[src/rtl/hazard_pkg.sv]
// Shared constants, encodings and hazard helper functions for the pipeline sequencer.
// Tuse/Tnew values are cycle counts; select codes drive the forwarding muxes directly.
package hazard_pkg;

   localparam logic [1:0] TUSE_NONE = 2'd3;
   localparam logic [1:0] TNEW_0    = 2'd0;

   // D-stage operand sources
   localparam logic [1:0] FWD_GRF   = 2'd0;
   localparam logic [1:0] FWD_E     = 2'd1;
   localparam logic [1:0] FWD_M     = 2'd2;

   // E-stage operand sources
   localparam logic [1:0] FWD_ID2EX = 2'd0;
   localparam logic [1:0] FWD_EM    = 2'd1;
   localparam logic [1:0] FWD_W     = 2'd2;

   typedef enum logic {
      MD_IDLE = 1'b0,
      MD_BUSY = 1'b1
   } md_state_e;

   function automatic logic raw_stall(logic [4:0] adr, logic [1:0] tuse,
                                      logic [4:0] e_adr, logic [1:0] e_tnew,
                                      logic [4:0] m_adr, logic [1:0] m_tnew);
      return (adr != 5'd0) && (tuse != TUSE_NONE) &&
             (((adr == e_adr) && (e_tnew > tuse)) || ((adr == m_adr) && (m_tnew > tuse)));
   endfunction

   // Youngest producer wins
   function automatic logic [1:0] fwd_d_sel(logic [4:0] adr,
                                            logic [4:0] e_adr, logic [1:0] e_tnew,
                                            logic [4:0] m_adr, logic [1:0] m_tnew);
      if (adr == 5'd0) return FWD_GRF;
      if ((adr == e_adr) && (e_tnew == TNEW_0)) return FWD_E;
      if ((adr == m_adr) && (m_tnew == TNEW_0)) return FWD_M;
      return FWD_GRF;
   endfunction

   function automatic logic [1:0] fwd_e_sel(logic [4:0] adr,
                                            logic [4:0] m_adr, logic [1:0] m_tnew,
                                            logic [4:0] w_adr);
      if (adr == 5'd0) return FWD_ID2EX;
      if ((adr == m_adr) && (m_tnew == TNEW_0)) return FWD_EM;
      if (adr == w_adr) return FWD_W;
      return FWD_ID2EX;
   endfunction

endpackage

[src/rtl/hazard_ctrl_if.sv]
// Pipeline-to-sequencer bundle: register-use timing and mult/div requests in,
// stall/flush, forwarding selects and mult/div status out.
interface hazard_ctrl_if;
   logic [4:0] D_rs_adr;
   logic [4:0] D_rt_adr;
   logic [1:0] D_tuse_rs;
   logic [1:0] D_tuse_rt;
   logic       D_md_use;
   logic [4:0] E_wr_adr;
   logic [1:0] E_tnew;
   logic [4:0] M_wr_adr;
   logic [1:0] M_tnew;
   logic [4:0] W_wr_adr;
   logic [4:0] E_rs_adr;
   logic [4:0] E_rt_adr;
   logic       E_md_start;
   logic       E_md_div;
   logic       stall;
   logic       flush_E;
   logic [1:0] fwd_D_rs;
   logic [1:0] fwd_D_rt;
   logic [1:0] fwd_E_rs;
   logic [1:0] fwd_E_rt;
   logic       md_busy;
   logic       md_done;

   modport master (
      output D_rs_adr, D_rt_adr, D_tuse_rs, D_tuse_rt, D_md_use,
      output E_wr_adr, E_tnew, M_wr_adr, M_tnew, W_wr_adr,
      output E_rs_adr, E_rt_adr, E_md_start, E_md_div,
      input  stall, flush_E, fwd_D_rs, fwd_D_rt, fwd_E_rs, fwd_E_rt, md_busy, md_done
   );

   modport slave (
      input  D_rs_adr, D_rt_adr, D_tuse_rs, D_tuse_rt, D_md_use,
      input  E_wr_adr, E_tnew, M_wr_adr, M_tnew, W_wr_adr,
      input  E_rs_adr, E_rt_adr, E_md_start, E_md_div,
      output stall, flush_E, fwd_D_rs, fwd_D_rt, fwd_E_rs, fwd_E_rt, md_busy, md_done
   );
endinterface

[src/rtl/md_sched.sv]
// Mult/div occupancy scheduler: busy for exactly N cycles after a start, done pulses on the
// last busy cycle. A start in the done cycle reloads without a gap.
module md_sched
   import hazard_pkg::*;
#(
   parameter int unsigned MULT_CYCLES = 5,
   parameter int unsigned DIV_CYCLES  = 10
) (
   input  logic clk,
   input  logic reset,
   input  logic start,
   input  logic is_div,
   output logic busy,
   output logic done
);

   localparam int unsigned MaxCycles = (MULT_CYCLES > DIV_CYCLES) ? MULT_CYCLES : DIV_CYCLES;
   localparam int unsigned CntW      = (MaxCycles > 1) ? $clog2(MaxCycles) : 1;
   localparam logic [CntW-1:0] MultLoad = CntW'(MULT_CYCLES - 1);
   localparam logic [CntW-1:0] DivLoad  = CntW'(DIV_CYCLES - 1);

   md_state_e       state_q, state_d;
   logic [CntW-1:0] cnt_q, cnt_d;
   logic [CntW-1:0] load_val;

   assign load_val = is_div ? DivLoad : MultLoad;

   always_ff @(posedge clk) begin
      if (reset) begin
         state_q <= MD_IDLE;
         cnt_q   <= '0;
      end else begin
         state_q <= state_d;
         cnt_q   <= cnt_d;
      end
   end

   always_comb begin
      state_d = state_q;
      cnt_d   = cnt_q;
      busy    = (state_q == MD_BUSY);
      done    = 1'b0;
      unique case (state_q)
         MD_IDLE: begin
            if (start) begin
               state_d = MD_BUSY;
               cnt_d   = load_val;
            end
         end
         MD_BUSY: begin
            if (cnt_q == '0) begin
               // An operation aborted by reset never reports completion
               done = ~reset;
               if (start) begin
                  cnt_d = load_val;
               end else begin
                  state_d = MD_IDLE;
               end
            end else begin
               cnt_d = cnt_q - 1'b1;
            end
         end
         default: state_d = MD_IDLE;
      endcase
   end

endmodule

[src/rtl/hazard_ctrl.sv]
// Pipeline sequencer: Tuse/Tnew stall and forwarding decisions plus mult/div scheduling
// that holds the front end while HI/LO results are outstanding.
module hazard_ctrl
   import hazard_pkg::*;
#(
   parameter int unsigned MULT_CYCLES = 5,
   parameter int unsigned DIV_CYCLES  = 10
) (
   input  logic          clk,
   input  logic          reset,
   hazard_ctrl_if.slave  hz
);

   logic md_busy;
   logic md_done;
   logic data_stall;
   logic md_stall;

   md_sched #(
      .MULT_CYCLES (MULT_CYCLES),
      .DIV_CYCLES  (DIV_CYCLES)
   ) u_md_sched (
      .clk    (clk),
      .reset  (reset),
      .start  (hz.E_md_start),
      .is_div (hz.E_md_div),
      .busy   (md_busy),
      .done   (md_done)
   );

   always_comb begin
      data_stall = raw_stall(hz.D_rs_adr, hz.D_tuse_rs, hz.E_wr_adr, hz.E_tnew,
                             hz.M_wr_adr, hz.M_tnew) |
                   raw_stall(hz.D_rt_adr, hz.D_tuse_rt, hz.E_wr_adr, hz.E_tnew,
                             hz.M_wr_adr, hz.M_tnew);
      // HI/LO become readable the cycle after done, so the done cycle itself need not hold
      md_stall   = hz.D_md_use & (hz.E_md_start | (md_busy & ~md_done));
   end

   assign hz.stall    = data_stall | md_stall;
   assign hz.flush_E  = data_stall | md_stall;
   assign hz.fwd_D_rs = fwd_d_sel(hz.D_rs_adr, hz.E_wr_adr, hz.E_tnew, hz.M_wr_adr, hz.M_tnew);
   assign hz.fwd_D_rt = fwd_d_sel(hz.D_rt_adr, hz.E_wr_adr, hz.E_tnew, hz.M_wr_adr, hz.M_tnew);
   assign hz.fwd_E_rs = fwd_e_sel(hz.E_rs_adr, hz.M_wr_adr, hz.M_tnew, hz.W_wr_adr);
   assign hz.fwd_E_rt = fwd_e_sel(hz.E_rt_adr, hz.M_wr_adr, hz.M_tnew, hz.W_wr_adr);
   assign hz.md_busy  = md_busy;
   assign hz.md_done  = md_done;

endmodule

[src/flat_wrapper.sv]
// flat-port wrapper written by rule: the top's interface ports become plain ports
module hazard_ctrl_flat import hazard_pkg::*;
#(
   parameter int unsigned MULT_CYCLES = 5,
   parameter int unsigned DIV_CYCLES  = 10
)
  (clk, reset, hz_D_rs_adr, hz_D_rt_adr, hz_D_tuse_rs, hz_D_tuse_rt, hz_D_md_use, hz_E_wr_adr, hz_E_tnew, hz_M_wr_adr, hz_M_tnew, hz_W_wr_adr, hz_E_rs_adr, hz_E_rt_adr, hz_E_md_start, hz_E_md_div, hz_stall, hz_flush_E, hz_fwd_D_rs, hz_fwd_D_rt, hz_fwd_E_rs, hz_fwd_E_rt, hz_md_busy, hz_md_done);
  hazard_ctrl_if hz_i ();
  input  logic clk;
  input  logic reset;
  input wire logic [$bits(hz_i.D_rs_adr)-1:0] hz_D_rs_adr;
  input wire logic [$bits(hz_i.D_rt_adr)-1:0] hz_D_rt_adr;
  input wire logic [$bits(hz_i.D_tuse_rs)-1:0] hz_D_tuse_rs;
  input wire logic [$bits(hz_i.D_tuse_rt)-1:0] hz_D_tuse_rt;
  input wire logic [$bits(hz_i.D_md_use)-1:0] hz_D_md_use;
  input wire logic [$bits(hz_i.E_wr_adr)-1:0] hz_E_wr_adr;
  input wire logic [$bits(hz_i.E_tnew)-1:0] hz_E_tnew;
  input wire logic [$bits(hz_i.M_wr_adr)-1:0] hz_M_wr_adr;
  input wire logic [$bits(hz_i.M_tnew)-1:0] hz_M_tnew;
  input wire logic [$bits(hz_i.W_wr_adr)-1:0] hz_W_wr_adr;
  input wire logic [$bits(hz_i.E_rs_adr)-1:0] hz_E_rs_adr;
  input wire logic [$bits(hz_i.E_rt_adr)-1:0] hz_E_rt_adr;
  input wire logic [$bits(hz_i.E_md_start)-1:0] hz_E_md_start;
  input wire logic [$bits(hz_i.E_md_div)-1:0] hz_E_md_div;
  output wire logic [$bits(hz_i.stall)-1:0] hz_stall;
  output wire logic [$bits(hz_i.flush_E)-1:0] hz_flush_E;
  output wire logic [$bits(hz_i.fwd_D_rs)-1:0] hz_fwd_D_rs;
  output wire logic [$bits(hz_i.fwd_D_rt)-1:0] hz_fwd_D_rt;
  output wire logic [$bits(hz_i.fwd_E_rs)-1:0] hz_fwd_E_rs;
  output wire logic [$bits(hz_i.fwd_E_rt)-1:0] hz_fwd_E_rt;
  output wire logic [$bits(hz_i.md_busy)-1:0] hz_md_busy;
  output wire logic [$bits(hz_i.md_done)-1:0] hz_md_done;
  assign hz_i.D_rs_adr = hz_D_rs_adr;
  assign hz_i.D_rt_adr = hz_D_rt_adr;
  assign hz_i.D_tuse_rs = hz_D_tuse_rs;
  assign hz_i.D_tuse_rt = hz_D_tuse_rt;
  assign hz_i.D_md_use = hz_D_md_use;
  assign hz_i.E_wr_adr = hz_E_wr_adr;
  assign hz_i.E_tnew = hz_E_tnew;
  assign hz_i.M_wr_adr = hz_M_wr_adr;
  assign hz_i.M_tnew = hz_M_tnew;
  assign hz_i.W_wr_adr = hz_W_wr_adr;
  assign hz_i.E_rs_adr = hz_E_rs_adr;
  assign hz_i.E_rt_adr = hz_E_rt_adr;
  assign hz_i.E_md_start = hz_E_md_start;
  assign hz_i.E_md_div = hz_E_md_div;
  assign hz_stall = hz_i.stall;
  assign hz_flush_E = hz_i.flush_E;
  assign hz_fwd_D_rs = hz_i.fwd_D_rs;
  assign hz_fwd_D_rt = hz_i.fwd_D_rt;
  assign hz_fwd_E_rs = hz_i.fwd_E_rs;
  assign hz_fwd_E_rt = hz_i.fwd_E_rt;
  assign hz_md_busy = hz_i.md_busy;
  assign hz_md_done = hz_i.md_done;
  hazard_ctrl #(.MULT_CYCLES(MULT_CYCLES), .DIV_CYCLES(DIV_CYCLES)) u_core (.clk(clk), .reset(reset), .hz(hz_i));
endmodule
[config.mk]
export PLATFORM = sky130hd
export DESIGN_NAME = hazard_ctrl_flat
export DESIGN_NICKNAME = d
export VERILOG_FILES = /design/src/rtl/hazard_pkg.sv /design/src/rtl/hazard_ctrl_if.sv /design/src/rtl/md_sched.sv /design/src/rtl/hazard_ctrl.sv /design/src/flat_wrapper.sv
export SDC_FILE = /design/constraint.sdc
export NUM_CORES = 1
export LEC_CHECK = 0
export ABC_AREA = 1
export CAP_MARGIN = 15
export CORE_ASPECT_RATIO = 1.1
export CORE_UTILIZATION = 45
export DETAILED_ROUTE_END_ITERATION = 12
export PLACE_DENSITY = 0.87
export SETUP_SLACK_MARGIN = 0.2
export SLEW_MARGIN = 20
export SYNTH_ARGS = -nofsm -noshare
export SYNTH_HDL_FRONTEND = slang
export SYNTH_SLANG_ARGS = --single-unit
[constraint.sdc]
create_clock -name clk -period 4.98 [get_ports clk]
set_clock_uncertainty 0.15 [all_clocks]
set_input_delay 1.494 -clock clk [delete_from_list [all_inputs] [get_ports clk]]
set_output_delay 1.494 -clock clk [all_outputs]
set_load 0.005 [all_outputs]
==> results of run 1 <==
placed cells by master (no fill, tap or decap):
master	instances
clkbuf_4	3
dlymetal6s2s_1	2
nor3b_1	1
a211oi_1	2
nand3b_1	2
xnor2_1	10
dlygate4sd2_1	16
or2_2	1
clkbuf_2	2
a21boi_1	1
buf_4	5
inv_1	36
nand2_1	60
a21boi_2	1
nor4_1	2
o21ai_0	6
nor3_2	2
nand4_1	6
clkbuf_1	1
or2_0	1
nor3_1	3
inv_2	4
nor3b_2	3
nand3_1	9
a21oi_1	8
ha_1	10
o22ai_1	1
xor2_1	15
or2_1	1
nor2_1	18
and2_1	2
nand3_2	1
dfxtp_1	5
nand2_2	1
clkdlybuf4s50_1	39
nor2_2	5
logic make-up after synthesis:
kind of cell               Yosys count  synth area share, %
buffers and inverters               41                 12.6
adders and majority gates           10                 9.97
and+or+nand+nor                    118                 43.6
xor gates and xnor gates            25                 17.4
DFF                                  5                 7.98
AOI/OAI and AO/OA                   19                 8.47
cell type report:
cell class	instances	share of cell area, %
multi-input cells	172	52.5
inverters	40	7.76
repair buffers	64	31.2
flip-flops and latches	5	5.17
clock buffers	4	1.36
well taps	31	2.01
path summary, 6_finish.rpt:
kind                              start                          to  slack [ps]  depth (start not counted)
min          u_core.u_md_sched.cnt_q[1]  u_core.u_md_sched.cnt_q[1]         320                          2
max reg2reg  u_core.u_md_sched.cnt_q[0]  u_core.u_md_sched.cnt_q[1]        3430                          8
min reg2reg  u_core.u_md_sched.cnt_q[1]  u_core.u_md_sched.cnt_q[1]         320                          2
max                        hz_M_tnew[0]              hz_fwd_E_rs[0]         310                          9
where the power goes:
part           switching, mW  total [mW]  internal (mW)
Combinational         0.0725       0.147         0.0746
Sequential           0.00236      0.0467         0.0443
Clock                 0.0178      0.0481         0.0304
worst max-delay path, stage by stage:
cell             delay [ps]
clkdlybuf4s50_1         410
or2_0                   210
inv_2                    80
o21ai_0                  70
a21oi_1                 140
nand2_1                  90
buf_4                   140
nor3b_2                 130
dlygate4sd2_1           250
state kept, by name, indices dropped and copies added, names as in the netlist:
| name | flops |
|---|---|
| u_core.u_md_sched.busy | 1 |
| u_core.u_md_sched.cnt_q | 4 |
per-stage QoR:
step	std cells	setup WS [ps]	power, mW
after global routing	316	187	0.266
after CTS	315	189	0.242
after floorplan	218	910	0.122
after global placement	311	-91.5	0.192
after detailed placement	311	-115	0.195
final	316	310	0.242
timing repair:
item | 4_1_cts | 5_1_grt
pin swaps | 4 | 3
setup buffers | 0 | 1
resized for setup | 25 | 9
setup endpoints to repair | 10 | 5
metal layers:
metal	global-route usage, %	routed length (µm)	vias to the layer above
li1	-	-	820
met2	47.0	1740	58
met5	0	0	-
met1	28.8	1530	641
met4	3.01	29	0
met3	6.13	251	4
==> run summary, run 1 <==
Placed design
• **final estimated routing congestion in global placement** 0.826
• **count of buffers inserted at the top-level ports** 59
• **Area after DPL** 1910 µm²
• **Detailed Place HPWL** 3020 µm

Synthesis
• **count of synthesis-stage warnings from yosys** 0
• **most used flip-flop cell after synthesis** dfxtp_1
• **area fraction of the dominant cell type after synthesis** 17.9%
• **post-synthesis instance total** 218
• **most instantiated library cell after synthesis** nand2_1
• **Yosys top cell by area** nand2_1
• **synthesized area** 1250 µm²
• **sequential share of the synthesized area** 7.98%
• **largest cells by area after synthesis** nand2_1, inv_1, xor2_1
• **Post-synth top cells** nand2_1, inv_1, nor2_1, xor2_1
• **post-synthesis sequential element count** 5
• **average size of a mapped cell** 5.76 µm²
• **Synth cell types** 29
• **number of enable flip-flop cells after synthesis** 0
• **post-synthesis net count** 276
• **async set or reset register ratio after synthesis** 0%

STA
• **actual transition at the worst max-transition pin** 309 ps
• **unrepaired setup endpoints after global routing** yes
• **Fin Setup TNS** 0 ps
• **number of endpoints with negative hold slack in the final report** 0
• **post-route worst hold slack** 317 ps
• **relative max-transition margin** 79.4%
• **total of endpoints with negative setup slack in the final report** 0
• **clock period minus worst slack** 4670 ps
• **fin crit share** 93.8%
• **Max Slew Vio Count** 0
• **Max Freq** 214 MHz

Global route
• **total overflow reported by the global router** 0
• **vias in the first global route** 1466
• **first-pass GRT wire length** 5880 µm
• **number of antenna violations at the first check in global routing** 0
• **pin count of the biggest net entering global routing** 8
• **overall routing resource usage** 25.2%

Cells and area
• **FILL cells** 237
• **area of the multi-input gates** 1020 µm²
• **area of all placed cells without fillers** 1930 µm²
• **area delta synth->final** 54.1%
• **Layout Nets** 344
• **fraction of the core area covered by cells at the end of the flow** 75.3%
• **share of cells above drive strength 1** 9.82%
• **area occupied by registers** 100 µm²
• **count of antenna diodes in the layout** 0

Critical path
• **startpoint type of the worst setup path** input port
• **Crit path arrival time** 3030 ps
• **crit path max fanout** 3
• **endpoint type of the worst setup path** output port
• **category of the critical setup timing path** in -> out
• **WP data required** 3340 ps

Drt
• **routed length per instance** 11.2 µm
• **wire length after detailed routing** 3550 µm
• **drt first pass iters** 4
• **routed vias** 1523
• **drt first-iter violations** 27
• **vias per std cell** 4.82
• **Post-route DRC** 0
• **number of routed nets with antenna violations** 0

Floorplan
• **number of rows in the core area** 19
• **die height** 57.4 µm
• **core area** 2570 µm²
• **effective utilization at floorplan** 48.9%
• **overall die width** 52.4 µm
• **number of top-level pins** 60
• **die footprint** 3000 µm²

Job
• **max_cap viols** 0

Clocking
• **CTS tree** done
• **clk sink count** 5
• **Clock transition at path regs** 40 ps
• **CTS Buf Count** 3
• **Bufs on Longest Clock Path** 2
• **count of hold buffers inserted by post-cts repair** 0
• **buffer type at the clock tree root** clkbuf_4
• **Worst-Skew Late Latency** 250 ps
• **H-tree lvl count** 1

Pwr
• **Max VDD drop** 0.198 mV
• **Power per Cell Area** 125 nW/µm²
• **leakage power of the design** 1.03 nW

Hold path
• **Worst Hold Class** reg -> reg

Outcome
• **status** finished, final reports clean

No activity file was read; power rests on OpenSTA's default activity.
==> inputs of run 2 (changes only) <==
--- a/config.mk
+++ b/config.mk
@@ -6,7 +6,7 @@
 export NUM_CORES = 1
 export LEC_CHECK = 0
 export ABC_AREA = 1
-export CAP_MARGIN = 15
+export CAP_MARGIN = 10
 export CORE_ASPECT_RATIO = 1.1
 export CORE_UTILIZATION = 45
 export DETAILED_ROUTE_END_ITERATION = 12
==> results of run 2 <==
The final DEF is identical to that of run 1; final timing and power are the same.
